[src/rtl/mdio_mgmt_controller_pkg.sv]
// Shared types and constants for the MDIO (Clause 22) PHY-side management controller.
// Holds the FSM state enum, opcode constants, field widths and the debug view.
package mdio_mgmt_controller_pkg;

    localparam int OP_W    = 2;
    localparam int PHYAD_W = 5;
    localparam int REGAD_W = 5;
    localparam int TA_W    = 2;
    localparam int DATA_W  = 16;
    localparam int CNT_W   = 5;

    localparam logic [OP_W-1:0] OP_WRITE = 2'b01;
    localparam logic [OP_W-1:0] OP_READ  = 2'b10;

    typedef enum logic [3:0] {
        S_IDLE,
        S_START,
        S_OP,
        S_PHYAD,
        S_REGAD,
        S_TA,
        S_WR_DATA,
        S_RD_DATA,
        S_DONE
    } mdio_state_e;

    typedef struct packed {
        mdio_state_e      state;
        logic [CNT_W-1:0] bit_cnt;
        logic             phyad_match;
    } mdio_dbg_t;

    // Counter value seen while the final bit of a field of the given width is sampled.
    function automatic logic [CNT_W-1:0] last_idx(input int width);
        return CNT_W'(width - 1);
    endfunction

endpackage

[src/rtl/mdio_mgmt_controller_shift_rx.sv]
// mdio_shift_rx: serial-in shift register with a bit counter, shared by all frame fields.
// i_clear has priority over i_load so the final bit of a field can be consumed via o_data_next.
module mdio_shift_rx
    import mdio_mgmt_controller_pkg::*;
(
    input  logic              clk,
    input  logic              reset,
    input  logic              i_clear,
    input  logic              i_load,
    input  logic              i_bit,
    output logic [DATA_W-1:0] o_data_next,
    output logic [CNT_W-1:0]  o_count
);

    logic [DATA_W-1:0] r_data;
    logic [CNT_W-1:0]  r_count;

    always_ff @(posedge clk) begin
        if (reset || i_clear) begin
            r_data  <= '0;
            r_count <= '0;
        end else if (i_load) begin
            r_data  <= {r_data[DATA_W-2:0], i_bit};
            r_count <= r_count + CNT_W'(1);
        end
    end

    assign o_data_next = {r_data[DATA_W-2:0], i_bit};
    assign o_count     = r_count;

endmodule

[src/rtl/mdio_mgmt_controller.sv]
// PHY-side MDIO frame decoder: turns write frames into a register-file strobe, captures read data.
// Optional build macro MDIO_PHYAD_FILTER_EN discards frames whose PHYAD differs from PHY_ADDR.
module mdio_mgmt_controller
    import mdio_mgmt_controller_pkg::*;
#(
    parameter logic [PHYAD_W-1:0] PHY_ADDR = 5'd1
)
(
    input  logic               clk,
    input  logic               reset,
    input  logic               mdio_out,
    input  logic               mdio_oe,
    input  logic [DATA_W-1:0]  rd_data,
    output logic               mdio_done,
    output logic [DATA_W-1:0]  mdio_in,
    output logic [REGAD_W-1:0] addr,
    output logic [DATA_W-1:0]  wr_data,
    output logic               wr_stb,
    output mdio_dbg_t          dbg
);

    mdio_state_e         r_state;
    mdio_state_e         w_next_state;
    logic [OP_W-1:0]     r_op;
    logic                r_phyad_match;
    logic [REGAD_W-1:0]  r_addr;
    logic [DATA_W-1:0]   r_wr_data;
    logic [DATA_W-1:0]   r_mdio_in;

    logic                w_clear;
    logic                w_load;
    logic                w_ld_op;
    logic                w_ld_match;
    logic                w_ld_addr;
    logic                w_ld_wr;
    logic                w_ld_rd;
    logic [DATA_W-1:0]   w_rx_next;
    logic [CNT_W-1:0]    w_rx_count;
    logic                w_phy_match;
    logic                w_phy_ok;
    logic                w_op_valid;
    logic                w_is_write;

    mdio_shift_rx u_shift_rx (
        .clk         (clk),
        .reset       (reset),
        .i_clear     (w_clear),
        .i_load      (w_load),
        .i_bit       (mdio_out),
        .o_data_next (w_rx_next),
        .o_count     (w_rx_count)
    );

    assign w_phy_match = (w_rx_next[PHYAD_W-1:0] == PHY_ADDR);
    assign w_op_valid  = (w_rx_next[OP_W-1:0] == OP_WRITE) || (w_rx_next[OP_W-1:0] == OP_READ);
    assign w_is_write  = (r_op == OP_WRITE);

`ifdef MDIO_PHYAD_FILTER_EN
    assign w_phy_ok = w_phy_match;
`else
    assign w_phy_ok = 1'b1;
`endif

    always_ff @(posedge clk) begin
        if (reset) begin
            r_state       <= S_IDLE;
            r_op          <= '0;
            r_phyad_match <= 1'b0;
            r_addr        <= '0;
            r_wr_data     <= '0;
            r_mdio_in     <= '0;
        end else begin
            r_state <= w_next_state;
            if (w_ld_op)    r_op          <= w_rx_next[OP_W-1:0];
            if (w_ld_match) r_phyad_match <= w_phy_match;
            if (w_ld_addr)  r_addr        <= w_rx_next[REGAD_W-1:0];
            if (w_ld_wr)    r_wr_data     <= w_rx_next;
            if (w_ld_rd)    r_mdio_in     <= rd_data;
        end
    end

    // Each field state shifts until its last bit, then clears the counter and hands over.
    always_comb begin
        w_next_state = r_state;
        w_clear      = 1'b0;
        w_load       = 1'b0;
        w_ld_op      = 1'b0;
        w_ld_match   = 1'b0;
        w_ld_addr    = 1'b0;
        w_ld_wr      = 1'b0;
        w_ld_rd      = 1'b0;
        unique case (r_state)
            S_IDLE: begin
                w_clear = 1'b1;
                if (mdio_oe && !mdio_out) w_next_state = S_START;
            end
            S_START: begin
                w_clear = 1'b1;
                if (!mdio_oe)     w_next_state = S_IDLE;
                else if (mdio_out) w_next_state = S_OP;
            end
            S_OP: begin
                if (!mdio_oe) begin
                    w_clear      = 1'b1;
                    w_next_state = S_IDLE;
                end else if (w_rx_count == last_idx(OP_W)) begin
                    w_clear      = 1'b1;
                    w_ld_op      = 1'b1;
                    w_next_state = w_op_valid ? S_PHYAD : S_IDLE;
                end else begin
                    w_load = 1'b1;
                end
            end
            S_PHYAD: begin
                if (!mdio_oe) begin
                    w_clear      = 1'b1;
                    w_next_state = S_IDLE;
                end else if (w_rx_count == last_idx(PHYAD_W)) begin
                    w_clear      = 1'b1;
                    w_ld_match   = 1'b1;
                    w_next_state = w_phy_ok ? S_REGAD : S_IDLE;
                end else begin
                    w_load = 1'b1;
                end
            end
            S_REGAD: begin
                if (!mdio_oe) begin
                    w_clear      = 1'b1;
                    w_next_state = S_IDLE;
                end else if (w_rx_count == last_idx(REGAD_W)) begin
                    w_clear      = 1'b1;
                    w_ld_addr    = 1'b1;
                    w_next_state = S_TA;
                end else begin
                    w_load = 1'b1;
                end
            end
            S_TA: begin
                // The manager releases the line for reads, so only writes can abort here.
                if (w_is_write && !mdio_oe) begin
                    w_clear      = 1'b1;
                    w_next_state = S_IDLE;
                end else if (w_rx_count == last_idx(TA_W)) begin
                    w_clear = 1'b1;
                    if (w_is_write) begin
                        w_next_state = S_WR_DATA;
                    end else begin
                        w_ld_rd      = 1'b1;
                        w_next_state = S_RD_DATA;
                    end
                end else begin
                    w_load = 1'b1;
                end
            end
            S_WR_DATA: begin
                if (!mdio_oe) begin
                    w_clear      = 1'b1;
                    w_next_state = S_IDLE;
                end else if (w_rx_count == last_idx(DATA_W)) begin
                    w_clear      = 1'b1;
                    w_ld_wr      = 1'b1;
                    w_next_state = S_DONE;
                end else begin
                    w_load = 1'b1;
                end
            end
            S_RD_DATA: begin
                if (w_rx_count == last_idx(DATA_W)) begin
                    w_clear      = 1'b1;
                    w_next_state = S_DONE;
                end else begin
                    w_load = 1'b1;
                end
            end
            S_DONE: begin
                w_clear      = 1'b1;
                w_next_state = S_IDLE;
            end
            default: begin
                w_clear      = 1'b1;
                w_next_state = S_IDLE;
            end
        endcase
    end

    assign mdio_done = (r_state == S_DONE);
    assign wr_stb    = (r_state == S_DONE) && w_is_write;
    assign mdio_in   = r_mdio_in;
    assign addr      = r_addr;
    assign wr_data   = r_wr_data;

    assign dbg.state       = r_state;
    assign dbg.bit_cnt     = w_rx_count;
    assign dbg.phyad_match = r_phyad_match;

endmodule

[config.mk]
export PLATFORM = sky130hd
export DESIGN_NAME = mdio_mgmt_controller
export DESIGN_NICKNAME = d
export VERILOG_FILES = /design/src/rtl/mdio_mgmt_controller_pkg.sv /design/src/rtl/mdio_mgmt_controller_shift_rx.sv /design/src/rtl/mdio_mgmt_controller.sv
export SDC_FILE = /design/constraint.sdc
export NUM_CORES = 1
export LEC_CHECK = 0
export ABC_AREA = 0
export BUFFER_PORTS_ARGS = -buffer_cell sky130_fd_sc_hd__buf_4
export CAP_MARGIN = 20
export CORE_ASPECT_RATIO = 0.9
export CORE_MARGIN = 2
export CORE_UTILIZATION = 47
export DETAILED_ROUTE_END_ITERATION = 10
export GPL_ROUTABILITY_DRIVEN = 0
export PLACE_DENSITY = 0.82
export SYNTH_ARGS = -nofsm -noshare
export SYNTH_HDL_FRONTEND = slang
export SYNTH_SLANG_ARGS = --single-unit
[constraint.sdc]
create_clock -name clk -period 2.4 [get_ports clk]
set_clock_uncertainty 0.15 [all_clocks]
set_input_delay 0.48 -clock clk [delete_from_list [all_inputs] [get_ports clk]]
set_output_delay 0.48 -clock clk [all_outputs]
set_load 0.02 [all_outputs]
# Word-level counts from Yosys, hierarchy flattened
# Cells that the tools add are included.
# totals
out_inout_bits	49
regBits	64
# classes
muxes	43
n_addsub	1
eq_ne	21
n_reduce_logical	10
# ops
op	n
two-way mux 4 bit	13
one-hot mux 4 bit (8 select lines)	1
two-way mux 1 bit	26
== test 4 x 3 -> 1 bit, second input constant	4
!= test 3 bit, second input constant	5
== test 5 x 1 -> 1 bit, second input constant	2
one-hot mux 1 bit (5 select lines)	2
== test 4 x 2 -> 1 bit, second input constant	2
AND reduction 6 bit	1
adder 5 x 1 -> 5 bit, second input constant	1
== test 5 x 3 -> 1 bit, second input constant	1
== test 5 x 4 -> 1 bit, second input constant	1
== test 2 x 1 -> 1 bit, second input constant	2
== test 4 x 1 -> 1 bit, second input constant	1
== test 4 bit, second input constant	1
logical NOT 4 bit	1
logical AND 1 bit	3
== test 2 bit, second input constant	1
logical NOT 1 bit	2
logical OR 1 bit	2
two-way mux 2 bit	1
!= test 2 bit, second input constant	1
OR reduction 2 bit	1

# Logic depth before layout (Yosys ltp)
# Gate-level depths: netlist (run 1).
# logic_depth
ltp_word	6
mapped_depth	10

# Modules after synthesis
# Synthesis (run 1) repeated with hierarchy kept, for this count alone.
# hier_totals
cells_unflattened	302
area_unflattened_um2	2840.2
# by_module_without_submodules
module	n_inst	area_per_inst_um2	cells_each
mdio_mgmt_controller	1	1975.6	230
mdio_shift_rx	1	864.6	72

# Worst setup path after synthesis (run 1)
# No wires, ideal clock.
# synth_path
path_kind	register to output
from	register r_state[0]
to	output port wr_stb
arrival_time_ns	1.815
stages_incl_launch_ff	4
required_ns	1.770
slack_ns	-0.045
path_buffers	1
cell_sequence	dfxtp_1 clkbuf_1 nor4b_1 and3b_1
# synth_between
elab_chain_len	2
# synth_lines
item	line_no	source
from (decl)	mdio_mgmt_controller.sv:22	mdio_state_e r_state;
from (signal assigned)	mdio_mgmt_controller.sv:73	r_state <= w_next_state;
== test 4 bit	n/a	
named net mdio_done	mdio_mgmt_controller.sv:14	output logic mdio_done,
logical AND 1 bit	mdio_mgmt_controller.sv:187	assign wr_stb = (r_state == S_DONE) && w_is_write;
to (decl)	mdio_mgmt_controller.sv:18	output logic wr_stb,
# The timed path passes the listed nets, and every way through them passes these cells.

# Worst setup path in the final report (run 1)
# layout_path
from	register r_state[2]
to	register u_shift_rx.r_count[3] (netlist: u_shift_rx.o_count[3])
# layout_between
elab_chain_len	4
word_cells_on_any_way	10
cone_classes	eq/ne (6); mux (2); reduce/logical (2)
# layout_lines
item	line_no	source
== test 4 x 3 -> 1 bit / == test 4 x 2 -> 1 bit (equally long branches)	mdio_mgmt_controller.sv:92	unique case (r_state)
OR reduction 2 bit (no source line)	n/a	
one-hot mux 1 bit (5 select lines)	mdio_mgmt_controller.sv:92	
logical OR 1 bit	mdio_mgmt_controller_shift_rx.sv:19	if (reset || i_clear) begin
to (signal assigned)	mdio_mgmt_controller_shift_rx.sv:24	r_count <= r_count + CNT_W'(1);
to (decl)	mdio_mgmt_controller_shift_rx.sv:16	logic [CNT_W-1:0] r_count;
# Several ways; a longest one is shown, not always the timed one.
# A chain may end at the register's enable or synchronous reset.

==> run summary, run 1 <==
DRC Markers: 0
vias per cell: 5.35
worst hold path startpoint: rd_data[8]
Startpoint Class: register
RSZ-0062 raised after global routing: false
Worst path slowest cell: or4bb_1
antenna violations before repair: 0
crit path capture type: register
Reg-to-Reg End: u_shift_rx.o_count[3]
pre-CTS setup slack: 0.0622 ns
yosys warns: 0
Die Area: 6470 um^2
max_slew headroom: 59.3%
CP required: 2.52 ns
share of cells above drive strength 1: 26.1%
power density cells: 617 nW/um^2
chip width: 84.6 um
Layout Nets: 432
most frequent cells after synthesis: 80 x nand2_1, 64 x dfxtp_1, 44 x a21oi_1, 28 x nor2_1, 18 x mux2i_1
share of the synthesized area in the top cell type: 46.7%
post-synthesis sequential area ratio: 46.7%
depth of the worst hold-timing path: 3
worst r2r src: r_state[2]
Area Overhead vs Synth: 31.7%
leak pwr: 1.52 nW
Starting Density: 48.5%
Hold Fails Final Rpt: 0
Synth area leader: dfxtp_1
TritonRoute pass-1 iters: 5
H-tree depth: 3
P_sw: 0.467 mW
Final Cycle Share: 94.8%
Distinct cells, synth: 44
clk_lat worst skew: 0.34 ns
largest net degree at the start of global routing: 48
clock root buffer: clkbuf_8
CTS-repair resized insts: 0
Routed Wire Length: 6570 um
Synthesized Nets: 355
Slew @ Worst Pin: 0.609 ns
ranking of synthesized cells by area: dfxtp_1 47%, nand2_1 11%, a21oi_1 8.0%
min Tclk post-route: 2.27 ns
Int Pwr: 1.76 mW
Post-Syn Area: 2750 um^2
Post-synth EDFFs: 0
CTS tree: done
Pins Over Slew Limit: 0
Core Region: 5660 um^2
clock transition at the registers of the reported paths: 0.07 ns
clk sink count: 64
Chip Height: 76.5 um
Syn Inst Count: 329
combinational fraction of design power: 6.0%
first-pass GRT wire length: 11000 um
status: complete, no violations
CP max stage delay: 0.54 ns
WP data arrival: 2.40 ns
CTS buffer count: 9
#FFs+latches synth: 64
Post-CTS Hold Fix Bufs: 0
Final Setup Violations: 0
Worst Hold Class: input port to register
most common cell in the netlist: nand2_1
Synth async-reset ratio: 0%
Ant. Diodes: 0
Ports: 69
final worst setup slack: 0.126 ns
CP Class: register to register
Clk pwr share: 45.9%
Post-DRT Antenna Nets: 0
highest clock rate: 0.440 GHz
Max VDD drop: 0.383 mV
maximum fanout along the worst path: 11
Worst Reg-to-Reg Cells: 5
Max-cap violations: 0
Detailed Route Iter0 Violations: 158
DP Wirelength: 4580 um
Avg Inst Size Synth: 8.34 um^2
Clock Path Buffers: 2
Top FF cell, synth: dfxtp_1
routed via count: 2566
Final TNS setup: 0 ns
R2R setup slack: 0.13 ns
sequential power share: 48.1%
critical-path cell list: or4bb_1 -> a2bb2oi_1 -> o211a_4 -> or3_1 -> a21oi_1
vias in the first global route: 2471
total grt overflow: 0
I/O Buffers: 68
row count: 26
Min-Delay Endpoint: mdio_in[8]
setup bufs post-CTS: 0
routed len/inst: 13.7 um
sw frac: 20.9%
total track usage: 20.9%
==> layout by cell type (no fill, tap or decap), drive strengths merged, types with 2 or more instances in the layout <==
cell    count
and3b       2
o21a        2
nand2      80
o21ai       9
a211oi      2
nor3        3
o211ai      2
clkbuf     12
inv         6
nor4b       4
ha          6
and2        2
bufinv      2
a21oi      44
nor3b       4
dfxtp      64
or3         3
nor2       28
mux2i      18
nand3       5
nand4       2
nand3b      4
nor2b       2
buf        86
and3        2
==> metal layers <==
| layer | vias to the layer above | routed length (um) | track usage [%] |
|---|---|---|---|
| met5 | - | 0 | 0 |
| met4 | 0 | 97 | 7.94 |
| met3 | 13 | 468 | 7.69 |
| met2 | 96 | 3320 | 35.9 |
| met1 | 1185 | 2690 | 23.6 |
| li1 | 1272 | - | - |
==> registers in the layout, summed over array words and instances (netlist names) <==
register            count
u_shift_rx.o_count      5
addr                    5
mdio_in                16
r_op                    2
r_state                 4
u_shift_rx.r_data      15
r_phyad_match           1
wr_data                16
==> how the worst max path moves through the flow <==
stage,slack [ns],from,depth (start not counted),to
floorplan,0.08,u_shift_rx.o_count[0],9,u_shift_rx.r_data[11]
global placement,0.14,u_shift_rx.o_count[0],9,u_shift_rx.r_data[9]
detailed placement,0.06,u_shift_rx.o_count[0],9,u_shift_rx.r_data[4]
CTS,0.04,u_shift_rx.o_count[0],9,u_shift_rx.r_data[10]
global route,0.02,u_shift_rx.o_count[1],9,u_shift_rx.r_data[4]
finish,0.13,r_state[2],5,u_shift_rx.o_count[3]
==> metrics by stage <==
step	area, um^2	power, mW	util, %	cells	hold slack, ns
5_1_grt	3620	2.32	63.9	480	0.225
6_report	3620	2.23	63.9	480	0.240
4_1_cts	3610	2.24	63.7	480	0.226
3_3_place_gp	3390	1.22	59.9	465	0.292
2_1_floorplan	2750	1.16	-	329	0.282
3_5_place_dp	3390	1.23	59.9	465	0.299
==> worst max-delay path: cells and delay by family (launching register included) <==
family / cells / cell delay (ns)
simple gates: 2 / 0.88
compound gates: 3 / 0.65
flops: 1 / 0.52
==> kinds of logic after synthesis <==
logic type	after synthesis	share of synthesized area [%]
muxes	18	6.56
AOI/OAI and AO/OA	67	14.0
adders and majority gates	6	2.73
DFF	64	46.7
buffers and inverters	26	4.42
and+or+nand+nor	147	25.3
xor gates and xnor gates	1	0.319
==> power by group through the flow <==
stage / combinational [mW] / sequential [mW] / clock (mW)
2_1_floorplan: 0.0656 / 1.10 / 0
3_3_place_gp: 0.128 / 1.10 / 0
3_5_place_dp: 0.130 / 1.10 / 0
4_1_cts: 0.132 / 1.07 / 1.04
5_1_grt: 0.144 / 1.07 / 1.10
6_report: 0.133 / 1.07 / 1.02
==> layout make-up <==
type / instances / area (um^2)
sequential: 64 / 1280
multi-input combinational: 239 / 1360
clock buffer: 12 / 155
tap: 70 / 87.6
timing repair buffer: 86 / 646
inverter: 6 / 22.5
fill: 486 / 2040
clock inverter: 3 / 65.1
(Power assumes the default switching activity.)
==> inputs of run 2 (changes only) <==
Settings changed: GPL_TIMING_DRIVEN from default to 0.
==> run summary, run 2 (synthesis gave the netlist of run 1 again) <==
Slew @ Worst Pin: 0.522 ns (-0.0876 ns)
maximum fanout along the worst path: 7 (-4)
Post-CTS Hold Fix Bufs: 0 (unchanged)
sw frac: 25.1% (+4.2 points)
GR Layer Usage met2: 36.4% (+0.47 points)
largest net degree at the start of global routing: 13 (-73%)
CP Class: register to register
Hold Fails Final Rpt: 0 (unchanged)
Design Power: 2.04 mW (-8.6%)
WP buf/inv: 2 (+2)
max_slew headroom: 65.2% (+6.0 points)
CTS tree: done
most frequent cells in the layout: 81 x buf_4, 80 x nand2_1, 58 x dfxtp_1
power density cells: 553 nW/um^2 (-10%)
DP Wirelength: 4700 um (+2.5%)
sequential power share: 52.8% (+4.7 points)
Detailed Route Iter0 Violations: 130 (-18%)
Final Setup Violations: 0 (unchanged)
Chip Height: 76.5 um (unchanged)
Post-DRT Antenna Nets: 0 (unchanged)
Layout Nets: 444 (+2.8%)
CP max stage delay: 0.53 ns (about the same)
gr busiest metal: met2
Final Cycle Share: 98.5% (+3.8 points)
I/O Buffers: 67 (-1.5%)
Top Family by Delay on Critical Path: simple AND/OR/NAND/NOR gates
status: complete, no violations
row count: 26 (unchanged)
Worst path slowest cell: or4b_4
Max-cap violations: 0 (unchanged)
antenna violations before repair: 0 (unchanged)
global routing usage on met3: 6.72% (-0.98 points)
CTS buffer count: 9 (unchanged)
clk_lat worst skew: 0.34 ns (about the same)
Die Area: 6470 um^2 (unchanged)
Worst Hold Class: input port to register
H-tree depth: 3 (unchanged)
Clock Path Buffers: 2 (unchanged)
Pins Over Slew Limit: 0 (unchanged)
crit path capture type: register
routed via count: 2626 (+2.3%)
most common cell after layout, fill and taps aside: buf_4
highest clock rate: 0.423 GHz (-3.8%)
chip width: 84.6 um (unchanged)
leak pwr: 1.52 nW (+0.28%)
CP required: 2.51 ns (about the same)
first-pass GRT wire length: 10800 um (-2.1%)
Int Pwr: 1.53 mW (-13%)
vias per cell: 5.33 (-0.36%)
M1 GR Usage: 23.5% (-0.068 points)
Max VDD drop: 0.396 mV (+3.5%)
WP data arrival: 2.47 ns (+0.07 ns)
share of cells above drive strength 1: 28.4% (+2.3 points)
post-layout util: 65.1% (+1.3 points)
Startpoint Class: register
total grt overflow: 0 (unchanged)
DRC Markers: 0 (unchanged)
total track usage: 20.3% (-0.57 points)
min Tclk post-route: 2.36 ns (+0.0906 ns)
Routed Wire Length: 6820 um (+3.8%)
clk sink count: 64 (unchanged)
Most common cell on crit path: buf_6
Starting Density: 48.5% (unchanged)
combinational fraction of design power: 6.2% (+0.2 points)
clock transition at the registers of the reported paths: 0.08 ns (about the same)
Ports: 69 (unchanged)
Ant. Diodes: 0 (unchanged)
Core Region: 5660 um^2 (unchanged)
Clk pwr share: 41.0% (-4.9 points)
routed len/inst: 13.8 um (+1.1%)
P_sw: 0.512 mW (+9.6%)
TritonRoute pass-1 iters: 5 (unchanged)
clock root buffer: clkbuf_8
vias in the first global route: 2380 (-3.7%)
critical-path cell list: buf_6 -> or4b_4 -> a211o_1 -> o211a_1 -> buf_6 -> or3_4 -> a21oi_2
Area Overhead vs Synth: 34.3%
run 2: cell types whose count changed in the layout (fill, tap and decap cells not counted), moves of 3 or more:
cell / previous run / this run
clkbuf_1: 1 / 12
buf_4: 86 / 81
dfxtp_1: 62 / 58
dfxtp_2: 2 / 6
clkbuf_2: 0 / 3
run 2: per-stage QoR:
stage          hold WS (ns)  setup TNS, ns  area, um^2  setup WS (ns)  instances
5_1_grt               0.228        -0.0127        3690        -0.0127        493
4_1_cts               0.230              0        3570        0.00645        482
3_5_place_dp          0.300          -5.50        3340         -0.252        466
2_1_floorplan         0.282              0        2750         0.0839        329
6_report              0.240              0        3690         0.0351        493
3_3_place_gp          0.292          -4.60        3340         -0.238        466
run 2: worst min-delay path, delay by kind of cell:
| kind | cells | cell delay (ns) |
|---|---|---|
| AO/OA/AOI/OAI | 1 | 0.05 |
| buffers and inverters | 1 | 0.11 |
| AND/OR/NAND/NOR | 1 | 0.05 |
run 2: worst paths after layout:
| check | from | to | slack (ns) | depth (start not counted) |
|---|---|---|---|---|
| max | r_state[3] | u_shift_rx.o_count[3] | 0.04 | 7 |
| min | rd_data[8] | mdio_in[8] | 0.24 | 3 |
| max reg2reg | r_state[3] | u_shift_rx.o_count[3] | 0.04 | 7 |
| min reg2reg | mdio_in[6] | mdio_in[6] | 0.31 | 2 |
run 2: power groups by stage:
stage               Sequential (mW)  Combinational (mW)  Clock (mW)
floorplan                      1.10              0.0656           0
global placement               1.10               0.114           0
detailed placement             1.10               0.117           0
CTS                            1.07               0.119       0.853
global route                   1.07               0.136       0.897
finish                         1.08               0.126       0.836
run 2: routing by layer:
metal  wire length [um]  vias up
met5                  0        -
met4                 48        0
met3                470        6
met2               3550       96
met1               2750     1221
li1                   -     1303
run 2: cell type report:
class | instances | area, um^2
plain buffers | 20 | 105
clock buffers | 10 | 138
clock inverters | 6 | 43.8
fillers | 481 | 1970
inverters | 6 | 22.5
multi-input cells | 239 | 1420
flip-flops and latches | 64 | 1290
well taps | 70 | 87.6
repair buffers | 78 | 586
run 2: what timing repair did:
action                                 CTS  global route
setup buffers                            0            11
endpoints found under the hold margin    0             0
pin swaps                                0             2
setup endpoints to repair               36            30
gates resized for setup                  9            14
==> inputs of run 3 (changes only) <==
Settings changed: PLACE_DENSITY 0.82 to 0.75, RECOVER_POWER from default to 50.
==> run summary, run 3 (synthesis gave the netlist of run 1 again) <==
Ant. Diodes: 0 (unchanged)
Pins Over Slew Limit: 0 (unchanged)
share of cells above drive strength 1: 15.9% (-13 points)
CTS tree: done
Chip Height: 76.5 um (unchanged)
Post-CTS Hold Fix Bufs: 0 (unchanged)
Worst Reg-to-Reg Cells: 7 (unchanged)
vias in the first global route: 2442 (+2.6%)
final worst setup slack: 0.0612 ns (+0.0262 ns)
Post-DRT Antenna Nets: 0 (unchanged)
Ports: 69 (unchanged)
first-pass GRT wire length: 10900 um (+1.0%)
sw frac: 23.7% (-1.4 points)
max_slew headroom: 63.9% (-1.4 points)
Reg-to-Reg End: u_shift_rx.o_count[3]
R2R setup slack: 0.06 ns (+0.03 ns)
Max VDD drop: 0.477 mV (+20%)
maximum fanout along the worst path: 10 (+3)
combinational fraction of design power: 6.3% (about the same)
Worst Hold Class: input port to register
Area Overhead vs Synth: 26.0%
antenna violations before repair: 0 (unchanged)
pre-CTS setup slack: -0.255 ns (-0.00309 ns)
routed len/inst: 13.7 um (-0.80%)
vias per cell: 5.31 (-0.38%)
Int Pwr: 1.54 mW (+1.0%)
worst hold path startpoint: rd_data[10]
CP max stage delay: 0.54 ns (about the same)
Placed Instances: 466 (unchanged)
worst r2r src: r_state[3]
routed via count: 2579 (-1.8%)
Routed Wire Length: 6670 um (-2.2%)
Starting Density: 48.5% (unchanged)
leak pwr: 1.31 nW (-14%)
I/O Buffers: 67 (unchanged)
Clock Path Buffers: 2 (unchanged)
clk sink count: 64 (unchanged)
power density cells: 584 nW/um^2 (+5.7%)
Most common cell on crit path: buf_6
most common cell after layout, fill and taps aside: nand2_1
DRC Markers: 0 (unchanged)
Detailed Route Iter0 Violations: 161 (+24%)
clock root buffer: clkbuf_8
P_sw: 0.479 mW (-6.4%)
sequential power share: 53.2% (+0.4 points)
CTS buffer count: 9 (unchanged)
TritonRoute pass-1 iters: 5 (unchanged)
Startpoint Class: register
most frequent cells in the layout: 80 x nand2_1, 62 x dfxtp_1, 54 x clkbuf_1
Clk pwr share: 40.5% (-0.5 points)
critical-path cell list: buf_6 -> or4b_4 -> a211o_1 -> o211a_1 -> buf_6 -> or3_4 -> a21oi_2
Die Area: 6470 um^2 (unchanged)
highest clock rate: 0.428 GHz (+1.1%)
min Tclk post-route: 2.34 ns (-0.0262 ns)
depth of the worst hold-timing path: 3 (unchanged)
Core Region: 5660 um^2 (unchanged)
DP Wirelength: 4630 um (-1.4%)
Max-cap violations: 0 (unchanged)
Layout Nets: 438 (-1.4%)
status: complete, no violations
H-tree depth: 3 (unchanged)
row count: 26 (unchanged)
Non-Filler Instances: 486 (-1.4%)
CP Class: register to register
total grt overflow: 0 (unchanged)
Min-Delay Endpoint: mdio_in[10]
clock transition at the registers of the reported paths: 0.07 ns (about the same)
Final Cycle Share: 97.4% (-1.1 points)
chip width: 84.6 um (unchanged)
largest net degree at the start of global routing: 11 (-2)
clk_lat worst skew: 0.34 ns (about the same)
fillers: 536 (+11%)
Slew @ Worst Pin: 0.542 ns (+0.0204 ns)
total track usage: 20.6% (+0.24 points)
Worst path slowest cell: or4b_4
Critical Path Start: r_state[3]
Hold Fails Final Rpt: 0 (unchanged)
Final Setup Violations: 0 (unchanged)
crit path capture type: register
CP required: 2.52 ns (about the same)
WP data arrival: 2.46 ns (about the same)
## run 3: cell count changes in the layout (fill, tap and decap cells not counted), moves of 2 or more
cell      delta
buf_4       -48
clkbuf_1    +42
clkinv_4     -2
dfxtp_1      +4
dfxtp_2      -4
## run 3: final cells by class
| class | count | area (um^2) | share of cell area, % |
|---|---|---|---|
| multi-input combinational | 239 | 1400 | 40.6 |
| clock buffer | 12 | 155 | 4.49 |
| tap | 70 | 87.6 | 2.53 |
| sequential | 64 | 1280 | 37.1 |
| buffer | 20 | 106 | 3.08 |
| clock inverter | 3 | 17.5 | 0.507 |
| inverter | 6 | 22.5 | 0.651 |
| timing repair buffer | 72 | 383 | 11.1 |
## run 3: worst max-delay path: cells and delay by family (launching register included)
kind,cells,cell delay (ns)
AND/OR/NAND/NOR,2,0.90
AO/OA/AOI/OAI,3,0.62
flip-flops,1,0.34
buffers and inverters,2,0.28
## run 3: metrics by stage
step / util (%) / power (mW) / setup TNS (ns) / hold WS (ns) / cell area (um^2)
final: 61.1 / 2.02 / 0 / 0.234 / 3460
after global routing: 61.1 / 2.10 / -0.150 / 0.224 / 3460
after CTS: 62.7 / 2.03 / 0 / 0.222 / 3550
after detailed placement: 59.1 / 1.21 / -5.28 / 0.297 / 3340
after global placement: 59.1 / 1.21 / -4.98 / 0.292 / 3340
after floorplan: - / 1.16 / 0 / 0.282 / 2750
## run 3: power by group through the flow
stage	combinational, mW	sequential (mW)	clock (mW)
2_1_floorplan	0.0656	1.10	0
3_3_place_gp	0.115	1.10	0
3_5_place_dp	0.117	1.10	0
4_1_cts	0.119	1.07	0.842
5_1_grt	0.137	1.08	0.890
6_report	0.127	1.08	0.818
## run 3: how the worst max path moves through the flow
stage                             to  slack, ns  cells past startpoint
2_1_floorplan  u_shift_rx.r_data[11]       0.08                      9
3_3_place_gp   u_shift_rx.r_data[14]      -0.26                      9
3_5_place_dp   u_shift_rx.r_data[14]      -0.25                      9
4_1_cts        u_shift_rx.r_data[14]      0.001                      9
5_1_grt        u_shift_rx.r_data[14]      -0.04                     10
6_report       u_shift_rx.o_count[3]       0.06                      7
## run 3: timing repair
action / CTS / global route
buffers inserted: 0 / 5
resized for setup: 7 / 17
gates cloned: 0 / 0
setup endpoints to repair: 33 / 32
pin swaps: 0 / 1
## run 3: routing by layer
layer	GRT usage [%]	part of all wire, %
met1	24.1	43
met2	35.0	49
met3	7.69	6.2
met4	6.03	1.7
met5	0	0
